<file path="src/rtl/uart_wishbone_host_if.sv">
// Wishbone classic bus bundle between a local master and the UART link host.
// The slave modport is the host's view; the master modport is the initiator's view.
interface uart_wishbone_host_if;
  logic        cyc_i;
  logic        stb_i;
  logic        we_i;
  logic [22:0] adr_i;
  logic [7:0]  dat_i;
  logic [7:0]  dat_o;
  logic        ack_o;
  logic        err_o;

  modport slave (
    input  cyc_i, stb_i, we_i, adr_i, dat_i,
    output dat_o, ack_o, err_o
  );

  modport master (
    output cyc_i, stb_i, we_i, adr_i, dat_i,
    input  dat_o, ack_o, err_o
  );
endinterface

</file>
<file path="src/rtl/uart_wishbone_host.sv">
// Wishbone slave that serialises each bus cycle into a 4-byte 8N1 UART frame and completes it on the 1-byte reply.
// Optional response timeout with err_o pulse: define UART_WB_HOST_TIMEOUT_EN.
module uart_wishbone_host #(
  parameter int CLKS_PER_BIT = 16,
  parameter int TIMEOUT_CLKS = 4096
) (
  input  logic                 clk_i,
  input  logic                 rst_ni,
  uart_wishbone_host_if.slave  wb,
  output logic                 uart_txd,
  input  logic                 uart_rxd
);

  localparam int CW = (CLKS_PER_BIT > 1) ? $clog2(CLKS_PER_BIT) : 1;
  localparam logic [CW-1:0] BIT_LAST  = CW'(CLKS_PER_BIT - 1);
  localparam logic [CW-1:0] HALF_LAST = CW'(CLKS_PER_BIT / 2 - 1);

  if (CLKS_PER_BIT < 4 || TIMEOUT_CLKS < 1) begin : g_bad_params
    $error("uart_wishbone_host: CLKS_PER_BIT must be >= 4 and TIMEOUT_CLKS >= 1");
  end

  typedef enum logic [3:0] {
    IDLE,
    TX_START,
    TX_DATA,
    TX_STOP,
    RX_WAIT,
    RX_START,
    RX_DATA,
    RX_STOP,
    RESP
  } state_e;

  state_e          state_q, state_d;
  logic [CW-1:0]   clk_cnt_q, clk_cnt_d;
  logic [2:0]      bit_cnt_q, bit_cnt_d;
  logic [1:0]      byte_cnt_q, byte_cnt_d;
  logic [31:0]     tx_buf_q, tx_buf_d;
  logic [7:0]      rx_buf_q, rx_buf_d;
  logic [7:0]      dat_q, dat_d;
  logic            ack_q, ack_d;
  logic            txd_q, txd_d;
  logic            rxd_meta_q, rxd_meta_d;
  logic            rxd_sync_q, rxd_sync_d;
  logic [7:0]      tx_byte;
  logic            bit_done;
  logic            req;

`ifdef UART_WB_HOST_TIMEOUT_EN
  localparam int TW = (TIMEOUT_CLKS > 1) ? $clog2(TIMEOUT_CLKS) : 1;
  localparam logic [TW-1:0] TIMEOUT_LAST = TW'(TIMEOUT_CLKS - 1);
  logic [TW-1:0]   to_cnt_q, to_cnt_d;
  logic            err_q, err_d;
`endif

  assign bit_done = (clk_cnt_q == BIT_LAST);
  assign req      = wb.cyc_i & wb.stb_i;

  always_comb begin
    state_d    = state_q;
    clk_cnt_d  = clk_cnt_q;
    bit_cnt_d  = bit_cnt_q;
    byte_cnt_d = byte_cnt_q;
    tx_buf_d   = tx_buf_q;
    rx_buf_d   = rx_buf_q;
    dat_d      = dat_q;
    ack_d      = 1'b0;
    rxd_meta_d = uart_rxd;
    rxd_sync_d = rxd_meta_q;
    tx_byte    = 8'h00;
    txd_d      = 1'b1;
`ifdef UART_WB_HOST_TIMEOUT_EN
    to_cnt_d   = to_cnt_q;
    err_d      = 1'b0;
`endif

    case (state_q)
      IDLE: begin
        if (req) begin
          // Reads carry a zero data byte so the remote always sees 4 bytes.
          tx_buf_d   = {wb.we_i, wb.adr_i, (wb.we_i ? wb.dat_i : 8'h00)};
          clk_cnt_d  = '0;
          bit_cnt_d  = '0;
          byte_cnt_d = '0;
          state_d    = TX_START;
        end
      end
      TX_START: begin
        if (bit_done) begin
          clk_cnt_d = '0;
          bit_cnt_d = '0;
          state_d   = TX_DATA;
        end else begin
          clk_cnt_d = clk_cnt_q + 1'b1;
        end
      end
      TX_DATA: begin
        if (bit_done) begin
          clk_cnt_d = '0;
          bit_cnt_d = bit_cnt_q + 1'b1;
          if (bit_cnt_q == 3'd7) begin
            state_d = TX_STOP;
          end
        end else begin
          clk_cnt_d = clk_cnt_q + 1'b1;
        end
      end
      TX_STOP: begin
        if (bit_done) begin
          clk_cnt_d  = '0;
          byte_cnt_d = byte_cnt_q + 1'b1;
          tx_buf_d   = {tx_buf_q[23:0], 8'h00};
          if (byte_cnt_q == 2'd3) begin
            state_d = RX_WAIT;
`ifdef UART_WB_HOST_TIMEOUT_EN
            to_cnt_d = '0;
`endif
          end else begin
            state_d = TX_START;
          end
        end else begin
          clk_cnt_d = clk_cnt_q + 1'b1;
        end
      end
      RX_WAIT: begin
        if (!rxd_sync_q) begin
          clk_cnt_d = '0;
          state_d   = RX_START;
        end
      end
      RX_START: begin
        // Re-check the start bit mid-bit so short line glitches are rejected.
        if (clk_cnt_q == HALF_LAST) begin
          clk_cnt_d = '0;
          bit_cnt_d = '0;
          state_d   = rxd_sync_q ? RX_WAIT : RX_DATA;
        end else begin
          clk_cnt_d = clk_cnt_q + 1'b1;
        end
      end
      RX_DATA: begin
        if (bit_done) begin
          clk_cnt_d = '0;
          bit_cnt_d = bit_cnt_q + 1'b1;
          rx_buf_d  = {rxd_sync_q, rx_buf_q[7:1]};
          if (bit_cnt_q == 3'd7) begin
            state_d = RX_STOP;
          end
        end else begin
          clk_cnt_d = clk_cnt_q + 1'b1;
        end
      end
      RX_STOP: begin
        if (bit_done) begin
          clk_cnt_d = '0;
          if (rxd_sync_q) begin
            // An abandoned cycle still consumes its reply, just without ack.
            state_d = RESP;
            if (req) begin
              ack_d = 1'b1;
              dat_d = rx_buf_q;
            end
          end else begin
            state_d = RX_WAIT;
          end
        end else begin
          clk_cnt_d = clk_cnt_q + 1'b1;
        end
      end
      RESP: begin
        state_d = IDLE;
      end
      default: begin
        state_d = IDLE;
      end
    endcase

`ifdef UART_WB_HOST_TIMEOUT_EN
    if ((state_q inside {RX_WAIT, RX_START, RX_DATA, RX_STOP}) && (state_d != RESP)) begin
      if (to_cnt_q == TIMEOUT_LAST) begin
        state_d   = IDLE;
        clk_cnt_d = '0;
        bit_cnt_d = '0;
        err_d     = 1'b1;
      end else begin
        to_cnt_d = to_cnt_q + 1'b1;
      end
    end
`endif

    // txd is registered from next-state values so it changes on the accept edge.
    tx_byte = tx_buf_d[31:24];
    case (state_d)
      TX_START: txd_d = 1'b0;
      TX_DATA:  txd_d = tx_byte[bit_cnt_d];
      default:  txd_d = 1'b1;
    endcase
  end

  always_ff @(posedge clk_i) begin
    if (!rst_ni) begin
      state_q    <= IDLE;
      clk_cnt_q  <= '0;
      bit_cnt_q  <= '0;
      byte_cnt_q <= '0;
      tx_buf_q   <= '0;
      rx_buf_q   <= '0;
      dat_q      <= 8'h00;
      ack_q      <= 1'b0;
      txd_q      <= 1'b1;
      rxd_meta_q <= 1'b1;
      rxd_sync_q <= 1'b1;
    end else begin
      state_q    <= state_d;
      clk_cnt_q  <= clk_cnt_d;
      bit_cnt_q  <= bit_cnt_d;
      byte_cnt_q <= byte_cnt_d;
      tx_buf_q   <= tx_buf_d;
      rx_buf_q   <= rx_buf_d;
      dat_q      <= dat_d;
      ack_q      <= ack_d;
      txd_q      <= txd_d;
      rxd_meta_q <= rxd_meta_d;
      rxd_sync_q <= rxd_sync_d;
    end
  end

`ifdef UART_WB_HOST_TIMEOUT_EN
  always_ff @(posedge clk_i) begin
    if (!rst_ni) begin
      to_cnt_q <= '0;
      err_q    <= 1'b0;
    end else begin
      to_cnt_q <= to_cnt_d;
      err_q    <= err_d;
    end
  end

  assign wb.err_o = err_q;
`else
  assign wb.err_o = 1'b0;
`endif

  assign wb.ack_o  = ack_q;
  assign wb.dat_o  = dat_q;
  assign uart_txd  = txd_q;

endmodule

</file>
<file path="src/flat_wrapper.sv">
// flat-port wrapper written by rule: the top's interface ports become plain ports
module uart_wishbone_host_flat 
#(
  parameter int CLKS_PER_BIT = 16,
  parameter int TIMEOUT_CLKS = 4096
)
  (clk_i, rst_ni, uart_txd, uart_rxd, wb_cyc_i, wb_stb_i, wb_we_i, wb_adr_i, wb_dat_i, wb_dat_o, wb_ack_o, wb_err_o);
  uart_wishbone_host_if wb_i ();
  input  logic clk_i;
  input  logic rst_ni;
  output logic uart_txd;
  input  logic uart_rxd;
  input wire logic [$bits(wb_i.cyc_i)-1:0] wb_cyc_i;
  input wire logic [$bits(wb_i.stb_i)-1:0] wb_stb_i;
  input wire logic [$bits(wb_i.we_i)-1:0] wb_we_i;
  input wire logic [$bits(wb_i.adr_i)-1:0] wb_adr_i;
  input wire logic [$bits(wb_i.dat_i)-1:0] wb_dat_i;
  output wire logic [$bits(wb_i.dat_o)-1:0] wb_dat_o;
  output wire logic [$bits(wb_i.ack_o)-1:0] wb_ack_o;
  output wire logic [$bits(wb_i.err_o)-1:0] wb_err_o;
  assign wb_i.cyc_i = wb_cyc_i;
  assign wb_i.stb_i = wb_stb_i;
  assign wb_i.we_i = wb_we_i;
  assign wb_i.adr_i = wb_adr_i;
  assign wb_i.dat_i = wb_dat_i;
  assign wb_dat_o = wb_i.dat_o;
  assign wb_ack_o = wb_i.ack_o;
  assign wb_err_o = wb_i.err_o;
  uart_wishbone_host #(.CLKS_PER_BIT(CLKS_PER_BIT), .TIMEOUT_CLKS(TIMEOUT_CLKS)) u_core (.clk_i(clk_i), .rst_ni(rst_ni), .wb(wb_i), .uart_txd(uart_txd), .uart_rxd(uart_rxd));
endmodule
</file>
<file path="config.mk">
export PLATFORM = sky130hd
export DESIGN_NAME = uart_wishbone_host_flat
export DESIGN_NICKNAME = d
export VERILOG_FILES = /design/src/rtl/uart_wishbone_host_if.sv /design/src/rtl/uart_wishbone_host.sv /design/src/flat_wrapper.sv
export SDC_FILE = /design/constraint.sdc
export NUM_CORES = 1
export LEC_CHECK = 0
export ABC_AREA = 1
export BUFFER_PORTS_ARGS = -buffer_cell sky130_fd_sc_hd__buf_2
export CAP_MARGIN = 15
export CORE_UTILIZATION = 51
export CTS_CLUSTER_DIAMETER = 150
export DETAILED_ROUTE_END_ITERATION = 10
export PLACE_DENSITY = 0.75
export SYNTH_ARGS = -nofsm -noshare
export SYNTH_HDL_FRONTEND = slang
export SYNTH_SLANG_ARGS = --single-unit
export TNS_END_PERCENT = 10
</file>
<file path="constraint.sdc">
create_clock -name clk_i -period 2.03 [get_ports clk_i]
set_input_delay 0.203 -clock clk_i [delete_from_list [all_inputs] [get_ports clk_i]]
set_output_delay 0.203 -clock clk_i [all_outputs]
set_load 0.05 [all_outputs]
</file>
==> run_results.csv <==
group,metric,value,unit
timing,maxSlewViolCount,0,
timing,tightestPinTransition,0.5659,ns
power,p_per_area,680.6,mW/mm2
cts,clk_pin_slew,0.07,ns
logic_synthesis,synth_edf_count,0,
timing,fmax,0.5261,GHz
routing,firstDrtPassIters,5,
timing,whs,0.05808,ns
logic_synthesis,async_reset_ff_share,0,%
cts,cts_buffer_depth,2,
routing,routed_via_density,5.200,
logic_synthesis,yosysWarningCount,0,
routing,ant_nets,0,
die,dieWidth,81.95,um
global_routing,grt_use_total,26.44,%
layout,antenna_cells,0,
layout,fillers,557,
worst_setup_path,crit_path_max_fanout,9,
timing,tns,0,ns
hold_path,min-delay-path-class,"in -> reg",
logic_synthesis,synth_seq_cells,65,
routing,wl_per_cell,12.93,um
worst_setup_path,crit_path_end_kind,"flip-flop",
worst_setup_path,worstSetupPathType,"reg -> reg",
cts,clk_latency,0.34,ns
worst_setup_path,r2r-start,"u_core.clk_cnt_q[0]$_SDFFE_PN0P_",
timing,post-route-min-period,1.901,ns
global_routing,antenna_found_initial,0,
die,core,0.006026,mm2
hold_path,hp-start,"uart_rxd",
cts,numCtsBuffers,9,
layout,nNetsFinal,583,
cts,clock-root-buffer,"clkbuf_8",
timing,rsz0062_at_grt,"true",
power,leakagePower,1.742,nW
routing,post-route-drc-count,0,
layout,final_common_cell,"nand2_1",
layout,area_growth_syn_to_layout,17.62,%
power,max-vdd-ir-drop,471.2,uV
cts,cts.sinks,65,
routing,wl_met2,3641,um
routing,dr_wl_met3,557,um
run_status,status,"complete, no violations",
timing,skew,0.009620,ns
cts,htree_levels,3,
placement,gp_congestion,0.9430,
logic_synthesis,syn_avg_cell_area,6.734,um2
routing,highest_layer,"met4",
die,num_rows,28,
routing,vias,3224,
timing,post-route-period-util,93.63,%
worst_setup_path,cp-start-kind,"flip-flop",
cts,cts_tree,"yes",
timing,timing_hold_violations_final,0,
routing,wl_met1,3648,um
cts,hold_buffers,0,
layout,drive_gt1_share,18.90,%
logic_synthesis,ys_seq_area_share,39.92,%
die,die_area,0.006715,mm2
routing,first_iter_violations,307,
logic_synthesis,synth_cells,484,
logic_synthesis,synth_cell_type_count,33,
placement,hpwl,5806,um
die,dieHeight,81.95,um
global_routing,grt_max_degree,28,
global_routing,grt_pass1_wl,13250,um
run,maxCapViolCount,0,
routing,wirelength,8014,um
worst_setup_path,required,2.28,ns
die,io_pins,48,
worst_setup_path,cp-startpoint,"u_core.clk_cnt_q[0]$_SDFFE_PN0P_",
timing,slew_headroom,62.23,%
logic_synthesis,synth_area,0.003259,mm2
global_routing,grt_pass1_vias,2866,
logic_synthesis,synth_ff_type,"dfxtp_1",
power,p_total,0.002609,W
worst_setup_path,worstPathArrival,2.15,ns
die,initial_core_util,54.09,%
placement,port_buffers,46,
layout,layout.cells.most_common_list,"nand2_1, dfxtp_1, buf_2, inv_1, a21oi_1",
global_routing,overflow,0,
timing,setup_viol,0,
logic_synthesis,synthesis.nets,526,
[path summary, 6_finish.rpt]
check             slack (ns)                           end  cells after the start
setup reg to reg        0.13    u_core.uart_txd$_SDFF_PN1_                     10
setup / recovery        0.13    u_core.uart_txd$_SDFF_PN1_                     10
hold reg to reg         0.41  u_core.rxd_sync_q$_SDFF_PN1_                      1
hold / removal          0.06  u_core.rxd_meta_q$_SDFF_PN1_                      2
[cells in the mapped netlist (3+ instances only)]
cell type  instances  area (um2)
nand2_1          169       634.4
dfxtp_1           65        1301
inv_1             45       168.9
a21oi_1           41       205.2
nor2_1            31       116.4
nand3_1           28       140.1
o21ai_0           22       110.1
a22oi_1           10       75.07
a31oi_1            7       43.79
nand4_1            7       43.79
buf_2              6       30.03
clkbuf_1           6       22.52
nor3_1             6       30.03
buf_4              5       37.54
ha_1               5       62.56
nor2_4             4       45.04
nand2_2            3       18.77
or2_2              3       18.77
[through the flow]
stage / setup WS (ns) / cell area (um2) / std cells / util, %
floorplan: 0.06750 / 3259 / 484 / -
global placement: 0.2000 / 3600 / 601 / 59.74
detailed placement: 0.09463 / 3600 / 601 / 59.74
CTS: 0.07634 / 3781 / 616 / 62.75
global route: -0.04577 / 3834 / 620 / 63.62
finish: 0.1293 / 3834 / 620 / 63.62
[layer usage]
layer | vias to the layer above | GRT usage [%]
met5 | - | 0
met4 | 0 | 11.58
met3 | 14 | 6.444
met2 | 113 | 40.50
met1 | 1419 | 35.01
li1 | 1678 | -
[report_power, final]
part	leakage [nW]	switching (W)	internal [W]
Sequential	0.528	0.0000231	0.00131
Clock	0.0915	0.000480	0.000535
Combinational	1.12	0.000157	0.000102
Total	1.74	0.000660	0.00195
[state kept, by name, indices dropped and copies added (netlist names)]
name and count:
u_core.tx_buf_q 32, u_core.rx_buf_q 8, u_core.wb.dat_o 8, u_core.clk_cnt_q 4, u_core.state_q 4, u_core.bit_cnt_q 3, u_core.byte_cnt_q 2, u_core.rxd_meta_q 1
u_core.rxd_sync_q 1, u_core.uart_txd 1, u_core.wb.ack_o 1
[logic make-up after synthesis]
family          count (synthesis)  synth area share (%)
simple gates                  259                 34.43
buf+inv                        68                 9.098
other cells                     1                0.1151
fa+ha+maj                       5                 1.919
compound gates                 86                 14.51
flops                          65                 39.92
[repair_timing]
item	CTS	global route
setup buffers	0	4
gates resized for setup	0	5
setup endpoints to repair	0	9
[worst max-delay path, stage by stage (launching register included)]
cell        delay, ns
dfxtp_2          0.33
ha_2             0.19
nand3_2          0.12
buf_4            0.19
clkinvlp_4       0.19
o21ai_0          0.26
nand3_1          0.16
nor2_1           0.16
a21oi_1          0.06
nor2_1           0.09
nand2_1          0.06
[final cells by class]
class | instances | area [um2] | area share [%]
clock inverter | 2 | 12.51 | 0.3264
clock buffer | 13 | 168.9 | 4.406
tap | 75 | 93.84 | 2.448
timing repair buffer | 66 | 392.9 | 10.25
sequential | 65 | 1303 | 33.98
inverter | 48 | 183.9 | 4.798
multi-input combinational | 351 | 1679 | 43.80
No activity file was read; power rests on OpenSTA's default activity.
